`src/rtl/fifo_ctrl_if.sv`:
```
// Handshake and status bundle between a FIFO datapath/producer/consumer side
// (master) and the fifo_ctrl sequencing controller (slave).
interface fifo_ctrl_if #(
    parameter int CW = 8
);
    logic          wr_req;
    logic          rd_req;
    logic          full;
    logic          empty;
    logic          ld1;
    logic          ld2;
    logic          ld3;
    logic          wr_ack;
    logic          rd_valid;
    logic          busy;
    logic          overflow;
    logic          underflow;
    logic [CW-1:0] drop_cnt;

    modport master (
        output wr_req,
        output rd_req,
        output full,
        output empty,
        input  ld1,
        input  ld2,
        input  ld3,
        input  wr_ack,
        input  rd_valid,
        input  busy,
        input  overflow,
        input  underflow,
        input  drop_cnt
    );

    modport slave (
        input  wr_req,
        input  rd_req,
        input  full,
        input  empty,
        output ld1,
        output ld2,
        output ld3,
        output wr_ack,
        output rd_valid,
        output busy,
        output overflow,
        output underflow,
        output drop_cnt
    );
endinterface

```
`src/rtl/fifo_ctrl.sv`:
```
// FIFO sequencing controller: arbitrates write/read requests against the
// datapath full/empty flags, issues one-cycle load strobes, and keeps sticky
// refusal flags plus a saturating count of refused requests.
//
// state     | meaning
// ----------+-----------------------------------------------------------
// S_INIT    | clear/init strobe (ld1) to buffer and pointers
// S_IDLE    | evaluate requests, count refusals, pick next operation
// S_WRITE   | write-pointer load (ld2) and write acknowledge
// S_READ    | read-pointer load (ld3)
// S_RD_DONE | datapath output valid (rd_valid)
module fifo_ctrl #(
    parameter int CW = 8
) (
    input  logic       clk,
    input  logic       rst,
    fifo_ctrl_if.slave bus
);

    typedef enum logic [2:0] {
        S_INIT    = 3'd0,
        S_IDLE    = 3'd1,
        S_WRITE   = 3'd2,
        S_READ    = 3'd3,
        S_RD_DONE = 3'd4
    } state_t;

    localparam logic [CW+1:0] CNT_MAX = {2'b00, {CW{1'b1}}};

    state_t        state;
    state_t        state_nxt;
    logic          last_served;      // 0: write served last, 1: read served last
    logic          last_served_nxt;
    logic          wr_ok;
    logic          rd_ok;
    logic          wr_refuse;
    logic          rd_refuse;
    logic          overflow_flag;
    logic          underflow_flag;
    logic [CW-1:0] drop_count;
    logic [CW+1:0] drop_sum;
    logic [CW-1:0] drop_count_nxt;

    // State register and arbitration history.
    always_ff @(posedge clk) begin
        if (rst) begin
            state       <= S_INIT;
            last_served <= 1'b1;
        end else begin
            state       <= state_nxt;
            last_served <= last_served_nxt;
        end
    end

    // Next-state selection, fair arbitration and refusal detection.
    always_comb begin
        state_nxt       = state;
        last_served_nxt = last_served;
        wr_refuse       = 1'b0;
        rd_refuse       = 1'b0;
        wr_ok           = bus.wr_req & ~bus.full;
        rd_ok           = bus.rd_req & ~bus.empty;
        case (state)
            S_INIT: begin
                state_nxt = S_IDLE;
            end
            S_IDLE: begin
                wr_refuse = bus.wr_req & bus.full;
                rd_refuse = bus.rd_req & bus.empty;
                // When both are eligible, serve whichever type did not go last.
                if (wr_ok && (!rd_ok || last_served)) begin
                    state_nxt       = S_WRITE;
                    last_served_nxt = 1'b0;
                end else if (rd_ok) begin
                    state_nxt       = S_READ;
                    last_served_nxt = 1'b1;
                end
            end
            S_WRITE: begin
                state_nxt = S_IDLE;
            end
            S_READ: begin
                state_nxt = S_RD_DONE;
            end
            S_RD_DONE: begin
                state_nxt = S_IDLE;
            end
            default: begin
                state_nxt = S_INIT;
            end
        endcase
    end

    // Saturating add of this cycle's refusals (zero, one or two).
    always_comb begin
        drop_sum = {2'b00, drop_count}
                 + {{(CW+1){1'b0}}, wr_refuse}
                 + {{(CW+1){1'b0}}, rd_refuse};
        if (drop_sum > CNT_MAX) begin
            drop_count_nxt = CNT_MAX[CW-1:0];
        end else begin
            drop_count_nxt = drop_sum[CW-1:0];
        end
    end

    // Sticky refusal flags and refused-request counter.
    always_ff @(posedge clk) begin
        if (rst) begin
            overflow_flag  <= 1'b0;
            underflow_flag <= 1'b0;
            drop_count     <= '0;
        end else begin
            overflow_flag  <= overflow_flag | wr_refuse;
            underflow_flag <= underflow_flag | rd_refuse;
            drop_count     <= drop_count_nxt;
        end
    end

    // Strobes come only from the state register; the reset term silences them
    // in any cycle whose closing edge resets, which also aborts a pending
    // rd_valid and keeps ld1 low until reset is released.
    assign bus.ld1       = (state == S_INIT)    & ~rst;
    assign bus.ld2       = (state == S_WRITE)   & ~rst;
    assign bus.ld3       = (state == S_READ)    & ~rst;
    assign bus.wr_ack    = (state == S_WRITE)   & ~rst;
    assign bus.rd_valid  = (state == S_RD_DONE) & ~rst;
    assign bus.busy      = (state != S_IDLE)    | rst;
    assign bus.overflow  = overflow_flag;
    assign bus.underflow = underflow_flag;
    assign bus.drop_cnt  = drop_count;

endmodule

```
`src/flat_wrapper.sv`:
```
// flat-port wrapper written by rule: the top's interface ports become plain ports
module fifo_ctrl_flat 
#(
    parameter int CW = 8
)
  (clk, rst, bus_wr_req, bus_rd_req, bus_full, bus_empty, bus_ld1, bus_ld2, bus_ld3, bus_wr_ack, bus_rd_valid, bus_busy, bus_overflow, bus_underflow, bus_drop_cnt);
  fifo_ctrl_if #(.CW(CW)) bus_i ();
  input  logic clk;
  input  logic rst;
  input wire logic [$bits(bus_i.wr_req)-1:0] bus_wr_req;
  input wire logic [$bits(bus_i.rd_req)-1:0] bus_rd_req;
  input wire logic [$bits(bus_i.full)-1:0] bus_full;
  input wire logic [$bits(bus_i.empty)-1:0] bus_empty;
  output wire logic [$bits(bus_i.ld1)-1:0] bus_ld1;
  output wire logic [$bits(bus_i.ld2)-1:0] bus_ld2;
  output wire logic [$bits(bus_i.ld3)-1:0] bus_ld3;
  output wire logic [$bits(bus_i.wr_ack)-1:0] bus_wr_ack;
  output wire logic [$bits(bus_i.rd_valid)-1:0] bus_rd_valid;
  output wire logic [$bits(bus_i.busy)-1:0] bus_busy;
  output wire logic [$bits(bus_i.overflow)-1:0] bus_overflow;
  output wire logic [$bits(bus_i.underflow)-1:0] bus_underflow;
  output wire logic [$bits(bus_i.drop_cnt)-1:0] bus_drop_cnt;
  assign bus_i.wr_req = bus_wr_req;
  assign bus_i.rd_req = bus_rd_req;
  assign bus_i.full = bus_full;
  assign bus_i.empty = bus_empty;
  assign bus_ld1 = bus_i.ld1;
  assign bus_ld2 = bus_i.ld2;
  assign bus_ld3 = bus_i.ld3;
  assign bus_wr_ack = bus_i.wr_ack;
  assign bus_rd_valid = bus_i.rd_valid;
  assign bus_busy = bus_i.busy;
  assign bus_overflow = bus_i.overflow;
  assign bus_underflow = bus_i.underflow;
  assign bus_drop_cnt = bus_i.drop_cnt;
  fifo_ctrl #(.CW(CW)) u_core (.clk(clk), .rst(rst), .bus(bus_i));
endmodule
```
`config.mk`:
```
export PLATFORM = sky130hd
export DESIGN_NAME = fifo_ctrl_flat
export DESIGN_NICKNAME = d
export VERILOG_FILES = /design/src/rtl/fifo_ctrl_if.sv /design/src/rtl/fifo_ctrl.sv /design/src/flat_wrapper.sv
export SDC_FILE = /design/constraint.sdc
export NUM_CORES = 1
export LEC_CHECK = 0
export ABC_AREA = 0
export CAP_MARGIN = 20
export CORE_MARGIN = 2
export CORE_UTILIZATION = 49
export DETAILED_ROUTE_END_ITERATION = 8
export PLACE_DENSITY = 0.86
export SKIP_CTS_REPAIR_TIMING = 1
export SLEW_MARGIN = 20
export SYNTH_ARGS = -nofsm -noshare
export SYNTH_HDL_FRONTEND = slang
export SYNTH_SLANG_ARGS = --single-unit
```
`constraint.sdc`:
```
create_clock -name clk -period 3.2 [get_ports clk]
set_input_delay 0.32 -clock clk [delete_from_list [all_inputs] [get_ports clk]]
set_output_delay 0.32 -clock clk [all_outputs]
set_load 0.005 [all_outputs]
```
; After elaboration in Yosys (flattened, before gate mapping)
; Index checks and enable logic that the tools add are counted.
[word_totals]
wordCells = 43
inputBits = 6
regBits = 14
[op_classes]
n_addsub = 2
magnitude_cmp = 1
bitwise = 14
n_mux = 8
n_reduce_logical = 7
n_eq_ne = 6
[ops]
columns = operator, n
row1 = adder 10 x 1 -> 10 bit, 1
row2 = "> comparator 10 x 8 -> 1 bit, second input constant", 1
row3 = adder 8 x 1 -> 9 bit, 1
row4 = one-hot mux 3 bit (3 select lines), 1
row5 = bitwise AND 1 bit, 8
row6 = 2-to-1 mux 8 bit, 1
row7 = "equality test 3 x 2 -> 1 bit, second input constant", 2
row8 = 2-to-1 mux 3 bit, 2
row9 = "!= test 3 x 1 -> 1 bit, second input constant", 2
row10 = 2-to-1 mux 1 bit, 4
row11 = "equality test 3 x 1 -> 1 bit, second input constant", 1
row12 = "equality test 3 bit, second input constant", 1
row13 = logical NOT 3 bit, 1
row14 = NOT 1 bit, 3
row15 = bitwise OR 1 bit, 3
row16 = OR reduction 3 bit, 1
row17 = AND reduction 2 bit, 1
row18 = nonzero test 2 bit, 1
row19 = logical AND 1 bit, 1
row20 = logical NOT 1 bit, 1
row21 = logical OR 1 bit, 1

; Longest topological paths before layout
; Gate-level depths: netlist of the first run.
[logic_depth]
word_depth = 7
depth_mapped = 10

; Worst setup path after synthesis of the first run
; Ideal clock, no wire load.
[synth_path]
path_type = reg2reg
from = register u_core.state[0]
to = register u_core.drop_count[7], in the netlist u_core.bus.drop_cnt[7]
period_less_slack_ps = 2504
arrival_time_ps = 2418
setup_slack_ps = 696
path_stages_with_launch = 10
n_path_buf = 1
cell_sequence = dfxtp_1 nor3b_1 and3_1 ha_1 ha_1 clkbuf_1 nand3b_1 a221oi_4 nor2b_1 a221oi_2
[synth_via]
elab_chain_cells = 6
elab_cells_between_ends = 7
[synth_rtl]
columns = item, line
row1 = "start, declared", fifo_ctrl.sv:30  ; state_t state;
row2 = "start signal, assigned", fifo_ctrl.sv:50  ; state <= state_nxt;
row3 = equality test 3 x 1 -> 1 bit (*), fifo_ctrl.sv:63  ; case (state)
row4 = 2-to-1 mux 1 bit, fifo_ctrl.sv:63
row5 = adder 8 x 1 -> 9 bit, fifo_ctrl.sv:97  ; + {{(CW+1){1'b0}}, wr_refuse}
row6 = adder 10 x 1 -> 10 bit (*), fifo_ctrl.sv:98  ; + {{(CW+1){1'b0}}, rd_refuse};
row7 = > comparator 10 x 8 -> 1 bit, fifo_ctrl.sv:99  ; if (drop_sum > CNT_MAX) begin
row8 = 2-to-1 mux 8 bit (*), fifo_ctrl.sv:99
row9 = "end signal, assigned", fifo_ctrl.sv:115  ; drop_count <= drop_count_nxt;
row10 = "end, declared", fifo_ctrl.sv:40  ; logic [CW-1:0] drop_count;
; Mark *: on every way between the ends. The rest lies on a longest branch, timed or not.
; A chain may end at the register's enable or synchronous reset.

; Worst setup path after layout of the first run
; Same ends and word-level chain as after synthesis.

==> run_results.csv, run 1 <==
group,metric,value,unit
yosys,yosysTopAreaCellShare,28.98,%
route,drtPass1Iterations,4,
yosys,synthTopCellsByCount,"14 x dfxtp_1, 12 x a21oi_1, 7 x nand2_1",
setup_path,crit_path_frequent_cell,"ha_1",
route,via_per_inst,5.925,
setup_path,reg2reg_from,"u_core.state[0]",
power_and_ir_drop,power_switching,0.08713,mW
yosys,synth_cells,112,
cts,cts-htree-levels,1,
timing,rsz0062_at_grt,"no",
yosys,synth_xor_area_share,6.339,%
cells_and_area,syn_to_final_growth,26.91,%
cells_and_area,diodes,0,
setup_path,cp_data_arrival_time,2.94,ns
timing,slew_viol_final,0,
floorplanning,fp.dieArea,2345,µm²
global_route,antenna_found_initial,0,
yosys,yosys_warnings,0,
hold_path,hold_path.class,"reg -> reg",
place,port_buffers,21,
setup_path,cp-start-kind,"flip-flop",
timing,worst_clock_skew,0.006631,ns
yosys,yosys.area.top_type,"dfxtp_1",
route,drcViolationCount,0,
route,drtIter0Drc,25,
place,dp_hpwl,1.649,mm
timing,setup_viol,0,
flow_run,maxCapViolCount,0,
setup_path,regToRegSetupSlack,0.46,ns
floorplanning,start_util,50.86,%
yosys,synth-seq-area-share,28.98,%
setup_path,reg2reg_depth,10,
floorplanning,die_w,48.43,µm
global_route,grt_max_degree,17,
global_route,overflow,0,
cells_and_area,layout-drive-gt1-share,6.767,%
place,gp_congestion,0.8436,
yosys,synth.area.top_cells,"dfxtp_1 29%, ha_1 6.5%, a21oi_1 6.2%",
setup_path,crit_chain,"nor3b_1 > buf_4 > and3_1 > ha_1 > ha_1 > and4b_1 > a22oi_1 > a221oi_4 > nor2b_1 > a221oi_2",
route,post_drt_wl_per_cell,13.84,µm
yosys,synthArstFlopShare,0,%
setup_path,setup.worst_path.end_class,"flip-flop",
timing,setup-tns-final,0,ns
yosys,synth_most_common_cell,"dfxtp_1",
cts,cts_tree,"built",
route,wirelength,2.215,mm
floorplanning,die_height,48.43,µm
timing,tightest_slew,0.5821,ns
cts,cts-buffers-inserted,3,
floorplanning,rows,16,
cts,clock_latency,0.29,ns
timing,post-route-period-util,85.59,%
yosys,synth.cell_area,967.2,µm²
timing,finalHoldWorstSlack,0.4769,ns
yosys,synth_edf_count,0,
place,pre_cts_slack,0.4383,ns
route,antenna_left,0,
global_route,grt_first_pass_wirelength,3.719,mm
setup_path,timing.critical_path.slowest_cell_delay,0.43,ns
cts,cts.sinks,14,
power_and_ir_drop,sw_frac_of_total,23.94,%
yosys,synth_mux_area_share,2.199,%
yosys,synth_compound_area_share,24.84,%
timing,fin_crit,2.739,ns
power_and_ir_drop,p_leak,0.4347,nW
cells_and_area,layout.nets,145,
setup_path,crit_fanout,12,
yosys,synth_fp_nets,123,
yosys,synthFlopType,"dfxtp_1",
global_route,grt_use_total,19.99,%
timing,timing.final.ws_setup,0.4612,ns
yosys,ys_ff_latch,14,
cts,cts.path.max_buffers,2,
global_route,grt_pass1_vias,868,
power_and_ir_drop,internal_power,0.2768,mW
outcome,status,"completed",
yosys,yosys.area_share.simple,26.39,%
setup_path,worstPathRequired,3.40,ns
yosys,ys_types,42,
cells_and_area,nFillCells,161,
timing,hold_viol,0,
hold_path,hold-path-endpoint,"u_core.bus.underflow",
cts,path_clk_slew,0.09,ns
power_and_ir_drop,seq_power_share,51.4,%
floorplanning,core,1902,µm²
yosys,synth_top_family_by_area,"simple AND/OR/NAND/NOR gates",
setup_path,cp_slowest_cell,"dfxtp_1",
power_and_ir_drop,powerDensity,296.5,nW/µm²
timing,timing.fmax,365.1,MHz
yosys,synth.avg_cell_area,8.636,µm²
timing,max-slew-margin-rel,61.07,%
route,vias,948,
hold_path,hold_start,"u_core.bus.underflow",
setup_path,path_class,"reg -> reg",
hold_path,hold_depth,1,
yosys,synthAdderAreaFrac,6.468,%
power_and_ir_drop,clockPowerShare,35.7,%
power_and_ir_drop,ir_drop,0.3003,mV
floorplanning,pin_count,22,
power_and_ir_drop,power_frac_comb,12.9,%
cts,cts_root_buffer,"clkbuf_4",
setup_path,timing.rr.end,"u_core.bus.drop_cnt[7]",
==> power by group through the flow <==
stage          combinational, mW  sequential, mW  clock (mW)
4_1_cts                   0.0471           0.187       0.131
3_3_place_gp              0.0454           0.190           0
3_5_place_dp              0.0468           0.191           0
6_report                  0.0468           0.187       0.130
5_1_grt                   0.0521           0.188       0.138
2_1_floorplan             0.0216           0.190           0
==> how the worst max path moves through the flow <==
stage	from	to	slack, ns	depth (start not counted)
floorplan	u_core.state[0]	u_core.bus.drop_cnt[7]	0.70	9
global placement	bus_wr_req	u_core.bus.drop_cnt[7]	0.53	9
detailed placement	bus_wr_req	u_core.bus.drop_cnt[7]	0.44	9
CTS	u_core.state[0]	u_core.bus.drop_cnt[7]	0.48	10
global route	u_core.state[0]	u_core.bus.drop_cnt[7]	0.16	10
finish	u_core.state[0]	u_core.bus.drop_cnt[7]	0.46	10
==> per-stage QoR <==
stage	instances	total power, mW	utilization (%)	cell area (µm²)
after floorplan	112	0.2113	-	967.2
after global placement	156	0.2358	62.63	1191
after detailed placement	156	0.2377	62.63	1191
after CTS	160	0.3647	64.54	1227
after global routing	160	0.3787	64.54	1227
final	160	0.3639	64.54	1227
==> critical path, delay by kind of cell (launching register included) <==
kind / cells / cell delay (ns)
DFF: 1 / 0.43
AOI/OAI and AO/OA: 3 / 0.76
and+or+nand+nor: 4 / 0.76
buffers and inverters: 1 / 0.16
adders and majority gates: 2 / 0.54
==> layout by cell type, fill, tap and decap left out, types with 2 or more instances in the layout <==
master,netlist,routed
a21oi_1,12,12
and3_1,3,3
and4_1,2,2
clkbuf_4,0,3
clkdlybuf4s50_1,0,21
dfxtp_1,14,14
ha_1,5,5
inv_1,5,5
nand2_1,7,7
nand2b_1,3,3
nand3_1,4,4
nand3b_1,5,5
nor2_1,6,6
nor3b_1,3,3
nor4bb_1,2,2
o21a_1,2,2
o21ai_0,4,4
o21bai_1,2,2
xnor2_1,3,3
xor2_1,4,4
==> routing by layer <==
| metal | share of wire (%) | up-vias | GRT usage, % |
|---|---|---|---|
| met5 | 0 | - | 0 |
| met4 | 1.4 | 0 | 7.143 |
| met3 | 5.2 | 5 | 2.469 |
| met2 | 51 | 35 | 37.50 |
| met1 | 42 | 452 | 23.20 |
| li1 | - | 456 | - |
==> cells by family (layout without fill, tap and decap cells) <==
kind of cell	count (synthesis)	in the layout
buffers and inverters	10	31
AND/OR/NAND/NOR	42	42
XOR/XNOR	7	7
AO/OA/AOI/OAI	32	32
flip-flops	14	14
adder cells (fa/ha/maj)	5	5
multiplexers	2	2
==> registers in the layout, summed over array words and instances (netlist names) <==
name                  flops
u_core.bus.drop_cnt       8
u_core.bus.overflow       1
u_core.bus.underflow      1
u_core.last_served        1
u_core.state              3
==> final cells by class <==
class	count	area [µm²]	share of cell area, %
inverter	5	18.77	1.529
clock buffer	4	36.28	2.956
sequential	14	280.3	22.83
multi-input combinational	88	640.6	52.19
timing repair buffer	22	217.7	17.74
tap	27	33.78	2.752
(Power assumes the default switching activity.)
==> run 2, diff against run 1 <==
ABC_CLOCK_PERIOD_IN_PS = 3200   (was not set)
==> results of run 2 <==
The final DEF is identical to that of run 1; final timing and power are the same.
